**src/rtl/risc0_fpga_pkg.sv**
```systemverilog
// Shared types and defaults for the RISC0 segment controller: FSM states,
// completion codes and the flush-acknowledge timeout.
package risc0_fpga_pkg;

    typedef enum logic [2:0] {
        ST_IDLE        = 3'd0,
        ST_RUN         = 3'd1,
        ST_FLUSH       = 3'd2,
        ST_FINAL_FLUSH = 3'd3,
        ST_DONE        = 3'd4,
        ST_ERROR       = 3'd5
    } state_e;

    typedef enum logic [1:0] {
        ERR_NONE    = 2'd0,
        ERR_FAULT   = 2'd1,
        ERR_BUDGET  = 2'd2,
        ERR_TIMEOUT = 2'd3
    } err_e;

    localparam int unsigned FLUSH_TIMEOUT_DEF = 256;

endpackage

```
**src/rtl/risc0_sat_counter.sv**
```systemverilog
// Counter that clears synchronously and sticks at all-ones instead of wrapping.
module risc0_sat_counter #(
    parameter int unsigned W = 64
) (
    input  logic         clk,
    input  logic         rst_n,
    input  logic         clear,
    input  logic         inc,
    output logic [W-1:0] value
);

    logic [W-1:0] value_q;
    logic [W-1:0] value_d;

    always_comb begin
        value_d = value_q;
        if (clear) begin
            value_d = '0;
        end else if (inc && (value_q != {W{1'b1}})) begin
            value_d = value_q + W'(1);
        end
    end

    always_ff @(posedge clk or negedge rst_n) begin
        if (!rst_n) begin
            value_q <= '0;
        end else begin
            value_q <= value_d;
        end
    end

    assign value = value_q;

endmodule

```
**src/rtl/risc0_segment_ctrl.sv**
```systemverilog
// Sequences a zkVM executor through run, segment-commit flushes and final
// commit, tracking cycle budgets and reporting how execution ended.
//
// state          | meaning
// ST_IDLE        | post-reset, waiting for start_execution
// ST_RUN         | executor stepping (core_run=1)
// ST_FLUSH       | mid-run segment commit, waiting for ack
// ST_FINAL_FLUSH | last segment commit after halt
// ST_DONE        | normal completion, held until next start
// ST_ERROR       | abnormal completion, err_code valid
module risc0_segment_ctrl
    import risc0_fpga_pkg::*;
#(
    parameter int unsigned FLUSH_TIMEOUT = FLUSH_TIMEOUT_DEF,
    parameter int unsigned SEGW          = 16
) (
    input  logic            clk,
    input  logic            rst_n,
    input  logic            start_execution,
    input  logic [31:0]     segment_threshold,
    input  logic [31:0]     max_cycles,
    input  logic            core_step,
    input  logic            core_halt,
    input  logic            core_fault,
    input  logic [31:0]     core_pc,
    output logic            core_run,
    output logic            seg_flush_req,
    input  logic            seg_flush_ack,
    output logic            execution_done,
    output logic            execution_error,
    output logic [1:0]      err_code,
    output logic [63:0]     user_cycles,
    output logic [63:0]     total_cycles,
    output logic [SEGW-1:0] segment_count,
    output logic [31:0]     current_pc
);

    state_e      state_q, state_d;
    logic [31:0] thr_q, thr_d;
    logic [31:0] max_q, max_d;
    logic [31:0] seg_cyc_q, seg_cyc_d;
    logic [31:0] tmo_q, tmo_d;
    logic [31:0] pc_q, pc_d;
    err_e        err_q, err_d;
    logic        halt_pend_q, halt_pend_d;

    logic in_run;
    logic in_flush;
    logic cnt_clear;
    logic seg_inc;
    logic budget_hit;
    logic seg_hit;

    assign in_run   = (state_q == ST_RUN);
    assign in_flush = (state_q == ST_FLUSH) || (state_q == ST_FINAL_FLUSH);

    // total_cycles still holds the pre-increment value this cycle.
    assign budget_hit = (max_q != 32'd0) && ((total_cycles + 64'd1) == {32'd0, max_q});
    assign seg_hit    = (thr_q != 32'd0) && core_step && ((seg_cyc_q + 32'd1) == thr_q);

    always_comb begin
        state_d     = state_q;
        thr_d       = thr_q;
        max_d       = max_q;
        seg_cyc_d   = seg_cyc_q;
        tmo_d       = tmo_q;
        err_d       = err_q;
        halt_pend_d = halt_pend_q;
        pc_d        = pc_q;
        cnt_clear   = 1'b0;
        seg_inc     = 1'b0;

        if (in_run) begin
            pc_d = core_pc;
        end

        case (state_q)
            ST_IDLE, ST_DONE, ST_ERROR: begin
                if (start_execution) begin
                    cnt_clear   = 1'b1;
                    thr_d       = segment_threshold;
                    max_d       = max_cycles;
                    seg_cyc_d   = 32'd0;
                    err_d       = ERR_NONE;
                    halt_pend_d = 1'b0;
                    state_d     = ST_RUN;
                end
            end
            ST_RUN: begin
                if (core_step) begin
                    seg_cyc_d = seg_cyc_q + 32'd1;
                end
                if (core_fault) begin
                    err_d   = ERR_FAULT;
                    state_d = ST_ERROR;
                end else if (budget_hit) begin
                    err_d   = ERR_BUDGET;
                    state_d = ST_ERROR;
                end else if (core_halt) begin
                    tmo_d   = 32'(FLUSH_TIMEOUT - 1);
                    state_d = ST_FINAL_FLUSH;
                end else if (seg_hit) begin
                    tmo_d   = 32'(FLUSH_TIMEOUT - 1);
                    state_d = ST_FLUSH;
                end
            end
            ST_FLUSH, ST_FINAL_FLUSH: begin
                if ((state_q == ST_FLUSH) && core_halt) begin
                    halt_pend_d = 1'b1;
                end
                if (core_fault) begin
                    err_d   = ERR_FAULT;
                    state_d = ST_ERROR;
                end else if (seg_flush_ack) begin
                    seg_inc     = 1'b1;
                    seg_cyc_d   = 32'd0;
                    halt_pend_d = 1'b0;
                    if ((state_q == ST_FINAL_FLUSH) || halt_pend_q || core_halt) begin
                        state_d = ST_DONE;
                    end else begin
                        state_d = ST_RUN;
                    end
                end else if (tmo_q == 32'd0) begin
                    err_d   = ERR_TIMEOUT;
                    state_d = ST_ERROR;
                end else begin
                    tmo_d = tmo_q - 32'd1;
                end
            end
            default: begin
                state_d = ST_IDLE;
            end
        endcase
    end

    always_ff @(posedge clk or negedge rst_n) begin
        if (!rst_n) begin
            state_q     <= ST_IDLE;
            thr_q       <= 32'd0;
            max_q       <= 32'd0;
            seg_cyc_q   <= 32'd0;
            tmo_q       <= 32'd0;
            err_q       <= ERR_NONE;
            halt_pend_q <= 1'b0;
            pc_q        <= 32'd0;
        end else begin
            state_q     <= state_d;
            thr_q       <= thr_d;
            max_q       <= max_d;
            seg_cyc_q   <= seg_cyc_d;
            tmo_q       <= tmo_d;
            err_q       <= err_d;
            halt_pend_q <= halt_pend_d;
            pc_q        <= pc_d;
        end
    end

    risc0_sat_counter #(.W(64)) u_user_cnt (
        .clk   (clk),
        .rst_n (rst_n),
        .clear (cnt_clear),
        .inc   (core_step && in_run),
        .value (user_cycles)
    );

    risc0_sat_counter #(.W(64)) u_total_cnt (
        .clk   (clk),
        .rst_n (rst_n),
        .clear (cnt_clear),
        .inc   (in_run || in_flush),
        .value (total_cycles)
    );

    risc0_sat_counter #(.W(SEGW)) u_seg_cnt (
        .clk   (clk),
        .rst_n (rst_n),
        .clear (cnt_clear),
        .inc   (seg_inc),
        .value (segment_count)
    );

    assign core_run        = in_run;
    assign seg_flush_req   = in_flush;
    assign execution_done  = (state_q == ST_DONE);
    assign execution_error = (state_q == ST_ERROR);
    assign err_code        = err_q;
    assign current_pc      = pc_q;

endmodule

```
**config.mk**
```make
export PLATFORM = sky130hd
export DESIGN_NAME = risc0_segment_ctrl
export DESIGN_NICKNAME = d
export VERILOG_FILES = /design/src/rtl/risc0_fpga_pkg.sv /design/src/rtl/risc0_sat_counter.sv /design/src/rtl/risc0_segment_ctrl.sv
export SDC_FILE = /design/constraint.sdc
export NUM_CORES = 1
export LEC_CHECK = 0
export CAP_MARGIN = 20
export CELL_PAD_IN_SITES_DETAIL_PLACEMENT = 1
export CELL_PAD_IN_SITES_GLOBAL_PLACEMENT = 1
export CORE_ASPECT_RATIO = 1.75
export CORE_MARGIN = 4
export CORE_UTILIZATION = 37
export CTS_BUF_LIST = sky130_fd_sc_hd__clkbuf_4 sky130_fd_sc_hd__clkbuf_8 sky130_fd_sc_hd__clkbuf_16
export DETAILED_ROUTE_END_ITERATION = 7
export PLACE_DENSITY = 0.85
export SKIP_CTS_REPAIR_TIMING = 1
export SYNTH_ARGS = -nofsm -noshare
export SYNTH_HDL_FRONTEND = slang
export SYNTH_SLANG_ARGS = --single-unit
```
**constraint.sdc**
```tcl
create_clock -name clk -period 3.5 [get_ports clk]
set_input_delay 0.35 -clock clk [delete_from_list [all_inputs] [get_ports clk]]
set_output_delay 0.35 -clock clk [all_outputs]
set_load 0.01 [all_outputs]
```
==> results of run 1 <==
state kept, by name, indices dropped and copies added, names as in the netlist:
name and count:
seg_cyc_q 32, thr_q 32, u_seg_cnt.value 16, u_user_cnt.value 64, u_total_cnt.value 64, err_code 2, max_q 32, halt_pend_q 1
current_pc 32, tmo_q 32, state_q 3
final cells by class:
type,count,area share
multi-input cells,1717,0.3996
flip-flops and latches,310,0.3084
repair buffers,562,0.2036
clock buffers,44,0.03937
well taps,654,0.03247
clock inverters,17,0.01052
inverters,36,0.005362
diodes,7,0.0006950
worst max-delay path: stages, from the launching register on:
cell and delay [ns]:
dfrtp_1 0.38, nand4_2 0.14, or4_4 0.60, o41ai_4 0.43, buf_4 0.17, o221ai_1 0.12, a211o_1 0.35, nor4_2 0.27
and4_4 0.37, o31ai_4 0.11, buf_12 0.16, mux2_2 0.26
power by group through the flow:
stage / logic, uW / clock network, uW / registers [uW]
6_report: 6920 / 4110 / 5170
4_1_cts: 6740 / 4200 / 5150
2_1_floorplan: 3560 / 0 / 5050
5_1_grt: 7480 / 4330 / 5260
3_5_place_dp: 6670 / 0 / 5200
3_3_place_gp: 6360 / 0 / 5140
synthesized netlist by cell type (6+ instances only):
cell type,n,area share
and3_1,35,0.012
or3_1,46,0.016
clkbuf_1,94,0.019
a21oi_1,61,0.017
xnor2_1,90,0.043
nor2b_1,7,0.0024
o31ai_1,47,0.019
o41ai_1,18,0.0087
nand3_1,101,0.028
o21ai_0,172,0.047
inv_1,34,0.0070
and2_1,31,0.011
o21ai_1,6,0.0017
nand2_1,446,0.092
nand2b_1,8,0.0028
dfrtp_1,310,0.43
buf_2,27,0.0074
nor3_1,39,0.011
xor2_1,73,0.035
nor2_1,192,0.040
or4_1,17,0.0070
and4_1,19,0.0091
or2_2,13,0.0045
nor4_1,66,0.023
o311ai_1,8,0.0039
nand4_1,76,0.026
o311a_1,6,0.0033
o22ai_1,7,0.0024
a31oi_1,18,0.0062
o21a_1,7,0.0029
o211ai_1,8,0.0033
how the worst max path moves through the flow:
stage                      endpoint  slack (ns)  depth (start not counted)
after floorplan           tmo_q[10]        0.18                         14
after global placement    tmo_q[29]       -0.27                         11
after detailed placement  tmo_q[10]       -0.29                         11
after CTS                 tmo_q[10]       -0.30                         11
after global routing       tmo_q[0]       -0.08                         13
final                      tmo_q[0]        0.01                         11
through the flow:
stage / hold slack, ns / cell area [sq um] / setup slack (ns) / cells
after floorplan: 0.05441 / 18190 / 0.1815 / 2194
after global placement: 0.4574 / 23460 / -0.2704 / 3266
after detailed placement: 0.4641 / 23470 / -0.2850 / 3267
after CTS: -0.08426 / 24730 / -0.3026 / 3328
after global routing: 0.3265 / 25200 / -0.07759 / 3344
final: 0.3349 / 25200 / 0.01300 / 3347
kinds of logic after synthesis:
kind of cell	synth area share
adder cells (fa/ha/maj)	0.003439
AO/OA/AOI/OAI	0.1406
flip-flops	0.4264
XOR/XNOR	0.08094
AND/OR/NAND/NOR	0.3067
buffers and inverters	0.03837
multiplexers	0.003507
routing by layer:
layer / GRT usage / vias up / routed length [microns]
met3: 0.03812 / 302 / 3365
met5: 0 / - / 27
met4: 0.2285 / 4 / 7352
li1: - / 8728 / -
met2: 0.5577 / 690 / 43320
met1: 0.2915 / 9832 / 27090
==> out/summary.txt, run 1 <==
Status: complete, no violations
Mapped Avg Cell Area: 8.292 sq um
Element type at the critical path end: flop
Hold Crit Class: in -> reg
Sequential share of the synthesized area: 0.4264
Initial Util: 0.3733
Setup TNS Final: 0 ns
Routed WL: 81150 microns
CP max FO: 10
Clk sink count: 310
Asr flop ratio synth: 1.000
Layout area overhead: 38.53%
Post-synth cell types: 83
Slew @ Worst Pin: 0.9107 ns
Gate count after technology mapping: 2194
R2R Setup Slk: 0.01 ns
Final hold vios: 0
Initial antenna violation count: 8
Post-DR vias/cell: 5.843
Drt drc: 0
Hold endpoint: thr_q[20]
GRT Total Usage: 0.2974
Die footprint: 0.05292 sq mm
Worst EP arrival: 3.89 ns
Number of synthesized register bits: 310
Vert. Die Dim: 301.3 microns
Comb pwr share: 0.427
Fin util: 0.5172
Synth Net Count: 2302
Switching power of the nets: 6675 uW
Fill cells: 5772
Clock power share: 0.254
Worst-path clk slew: 0.06 ns
VDD IR max: 0.4306 mV
Min Tclk post-route: 3.487 ns
Worst skew pair latency: 0.55 ns
Remaining antenna violation count after routing: 0
Most frequent cells in the layout: nand2_1, dfrtp_1, clkdlybuf4s50_1
Number of synthesized flops with an enable pin: 0
CTS tree: yes
Yosys warning count: 0
Worst EP required: 3.91 ns
Setup violators final: 0
Most frequently used flop master after synthesis: dfrtp_1
Most common cell after layout, fill and taps aside: nand2_1
Via count: 19560
Max-slew violation count: 0
Final net count: 2770
Largest net degree at the start of global routing: 103
Worst R2R End: tmo_q[0]
Clock Path Buffers: 3
LEAKAGE: 0.01060 uW
Placer Congestion: 1.022
CTS root buf: clkbuf_16
Cts bufs inserted: 35
Unrepaired setup endpoints after global routing: yes
Final Cycle Share: 0.9963
DRT iter0 DRCs: 1156
Max_cap viols: 0
Die Wd: 175.6 microns
Drt wl/cell: 24.24 microns
Sw Ratio: 0.4123
Min-delay src: segment_threshold[20]
Multi-input logic area: 0.01007 sq mm
Internal power: 9516 uW
Netlist Area Pre-Place: 0.01819 sq mm
FP Rows: 107
WS Path Type: reg -> reg
Startpoint types: flop
First-pass GRT wire length: 124000 microns
HPWL Detailed: 61300 microns
Worst slew margin: 0.3929
Clock Skew: 0.03272 ns
PortBufs: 284
GRT overflow: 0
Worst Setup SP: u_total_cnt.value[40]
Fraction of layout cells with a size suffix above 1: 0.1679
Hold depth: 3
Area of the core: 0.04873 sq mm
R2R depth: 11
R2R Path Start: u_total_cnt.value[40]
Vias in the first global route: 21510
Reg area: 0.007772 sq mm
Max Fclk: 286.8 MHz
First-pass DRT Iterations: 5
Seq pwr share: 0.319
IO Count: 285
Total power: 16190 uW
H-tree depth: 2
PwrDens: 642.4 mW/mm^2
No activity file was read; power rests on OpenSTA's default activity.
==> inputs of run 2 (changes only) <==
--- a/config.mk
+++ b/config.mk
@@ -5,10 +5,8 @@
 export SDC_FILE = /design/constraint.sdc
 export NUM_CORES = 1
 export LEC_CHECK = 0
-export CAP_MARGIN = 20
 export CELL_PAD_IN_SITES_DETAIL_PLACEMENT = 1
 export CELL_PAD_IN_SITES_GLOBAL_PLACEMENT = 1
-export CORE_ASPECT_RATIO = 1.75
 export CORE_MARGIN = 4
 export CORE_UTILIZATION = 37
 export CTS_BUF_LIST = sky130_fd_sc_hd__clkbuf_4 sky130_fd_sc_hd__clkbuf_8 sky130_fd_sc_hd__clkbuf_16
==> run 2 against run 1 <==
Compared with the run above: sequential power about the same; register-to-register slack better by 0.09 ns; sequential share of layout area up 0.95 points; sequential cell count unchanged; critical endpoint is now tmo_q[14]; power down 0.29%; final cell count down 3.1%; largest power group unchanged; clock-buffer cell count up 9; critical path type unchanged; maximum frequency up 2.7%; first-iteration DRC count up 23%; largest cell class unchanged.
==> out/summary.txt, run 2 (synthesis gave the netlist of run 1 again) <==
Status: complete, no violations
Post-DR vias/cell: 5.916 (+1.2%)
Most common cell after layout, fill and taps aside: nand2_1
Largest delay share family, worst path: simple AND/OR/NAND/NOR gates
Final net count: 2666 (-3.8%)
Slew @ Worst Pin: 1.290 ns (+0.3790 ns)
DRT iter0 DRCs: 1420 (+23%)
Crit path depth: 12 (+1)
WP buf/inv: 3 (+1)
Placer Congestion: 0.9937 (-2.7%)
Hold Crit Class: in -> reg
Worst R2R End: tmo_q[14]
First-pass DRT Iterations: 5 (unchanged)
Slowest stage delay, CP: 0.42 ns (-0.18 ns)
Max-slew violation count: 0 (unchanged)
PwrDens: 660.1 mW/mm^2 (+2.7%)
IO Count: 285 (unchanged)
Largest net degree at the start of global routing: 112 (+8.7%)
Worst slew margin: 0.1393 (-0.2536)
Worst-path clk slew: 0.06 ns (about the same)
Most frequent CP cell: buf_4
GRT Total Usage: 0.2711 (-0.02628)
GRT overflow: 0 (unchanged)
Worst skew pair latency: 0.57 ns (+0.02 ns)
Post-DP Area: 0.02268 sq mm (-3.4%)
Routed WL: 73770 microns (-9.1%)
Most frequent cells in the layout: nand2_1, dfrtp_1, clkdlybuf4s50_1
H-tree depth: 2 (unchanged)
Fraction of layout cells with a size suffix above 1: 0.1341 (-0.03378)
CTS tree: yes
Clock Skew: 0.02100 ns (-0.01172 ns)
Vert. Die Dim: 229.7 microns (-24%)
Max_cap viols: 0 (unchanged)
Final Cycle Share: 0.9703 (-0.02604)
Drt drc: 0 (unchanged)
Crit path to: tmo_q[14]
Fill cells: 5636 (-2.4%)
Vias in the first global route: 20450 (-5.0%)
Initial antenna violation count: 0 (-8)
Cts bufs inserted: 39 (+11%)
FP Rows: 80 (-25%)
Worst EP required: 3.96 ns (+0.05 ns)
Clk sink count: 310 (unchanged)
Area of the core: 0.04815 sq mm (-1.2%)
Final Cell Area: 0.02446 sq mm (-3.0%)
Initial Util: 0.3779 (+0.004541)
Worst EP arrival: 3.86 ns (-0.03 ns)
Critical Path Slowest Stage Cell: or4_1
Setup TNS Final: 0 ns (unchanged)
CP max FO: 13 (+3)
Critical path, cell by cell: nand4_1 -> buf_4 -> or4_1 -> buf_4 -> nor4_1 -> nor3_1 -> o2111ai_1 -> nor4_2 -> and4_4 -> buf_12 -> o311a_1 -> a31o_1
First-pass GRT wire length: 116100 microns (-6.4%)
Multi-input logic area: 0.01001 sq mm (-0.60%)
Die footprint: 0.05278 sq mm (-0.27%)
Drt wl/cell: 22.74 microns (-6.2%)
Layout area overhead: 34.43%
HPWL Detailed: 52830 microns (-14%)
R2R depth: 12 (+1)
R2R Path Start: u_total_cnt.value[1]
Max Fclk: 294.5 MHz (+2.7%)
Element type at the critical path end: flop
VDD IR max: 0.4755 mV (+10%)
Clock Path Buffers: 3 (unchanged)
Startpoint types: flop
Final hold vios: 0 (unchanged)
WS Path Type: reg -> reg
LEAKAGE: 0.01008 uW (-4.9%)
Remaining antenna violation count after routing: 0 (unchanged)
Via count: 19190 (-1.9%)
PortBufs: 284 (unchanged)
Die Wd: 229.7 microns (+31%)
Setup violators final: 0 (unchanged)
Min Tclk post-route: 3.396 ns (-0.09113 ns)
R2R Setup Slk: 0.10 ns (+0.09 ns)
Reg area: 0.007776 sq mm (about the same)
Worst Setup SP: u_total_cnt.value[1]
CTS root buf: clkbuf_16
-- run 2: cell count changes in the layout (fill, tap and decap cells not counted), sizes merged --
cell      before  now
clkinv         6    7
inv           38   36
bufinv         6    8
diode          7    1
clkinvlp       3    2
clkbuf        44   53
buf          278  170
-- run 2: how the worst min path moves through the flow --
stage	start	end	slack, ns	depth (start not counted)
3_3_place_gp	current_pc[17]	current_pc[17]	0.46	2
6_report	core_pc[11]	current_pc[11]	0.31	3
4_1_cts	rst_n	seg_cyc_q[11]	-0.09	1
2_1_floorplan	rst_n	current_pc[0]	0.05	0
3_5_place_dp	current_pc[22]	current_pc[22]	0.47	2
5_1_grt	core_pc[8]	current_pc[8]	0.30	3
-- run 2: worst reg2reg max path, delay by kind of cell, from the launching register on --
family                 cells  cell delay (ns)
AO/OA/AOI/OAI              3             0.83
flip-flops                 1             0.41
buffers and inverters      3             0.62
AND/OR/NAND/NOR            6             1.44
-- run 2: layout make-up --
class                   instances  share of cell area
inverters                      36            0.005525
clock buffers                  53             0.04696
diodes                          1           0.0001023
repair buffers                454              0.1740
clock inverters                17             0.01264
multi-input cells            1717              0.4093
well taps                     656             0.03356
flip-flops and latches        310              0.3179
-- run 2: report_power, final --
group | switching (uW) | internal (uW)
Sequential | 842 | 4310
Clock | 1700 | 2900
Combinational | 3900 | 2490
-- run 2: routing by layer --
metal	wire [microns]	global-route usage	vias up
met1	29070	0.3387	9700
met4	3240	0.1134	0
met2	35710	0.4556	777
met5	0	0	-
met3	5753	0.05965	189
li1	-	-	8525
-- run 2: stage by stage --
stage               setup slack [ns]  utilization  power [uW]  hold slack [ns]  std cells
detailed placement           -0.1984       0.4711       11420           0.4654       3167
CTS                          -0.2170       0.5013       16120         -0.08929       3237
floorplan                     0.1815            -        8604          0.05441       2194
global placement             -0.1377       0.4711       11110           0.4563       3167
finish                        0.1041       0.5080       16140           0.3051       3244
global route                -0.03615       0.5080       17070           0.2959       3243
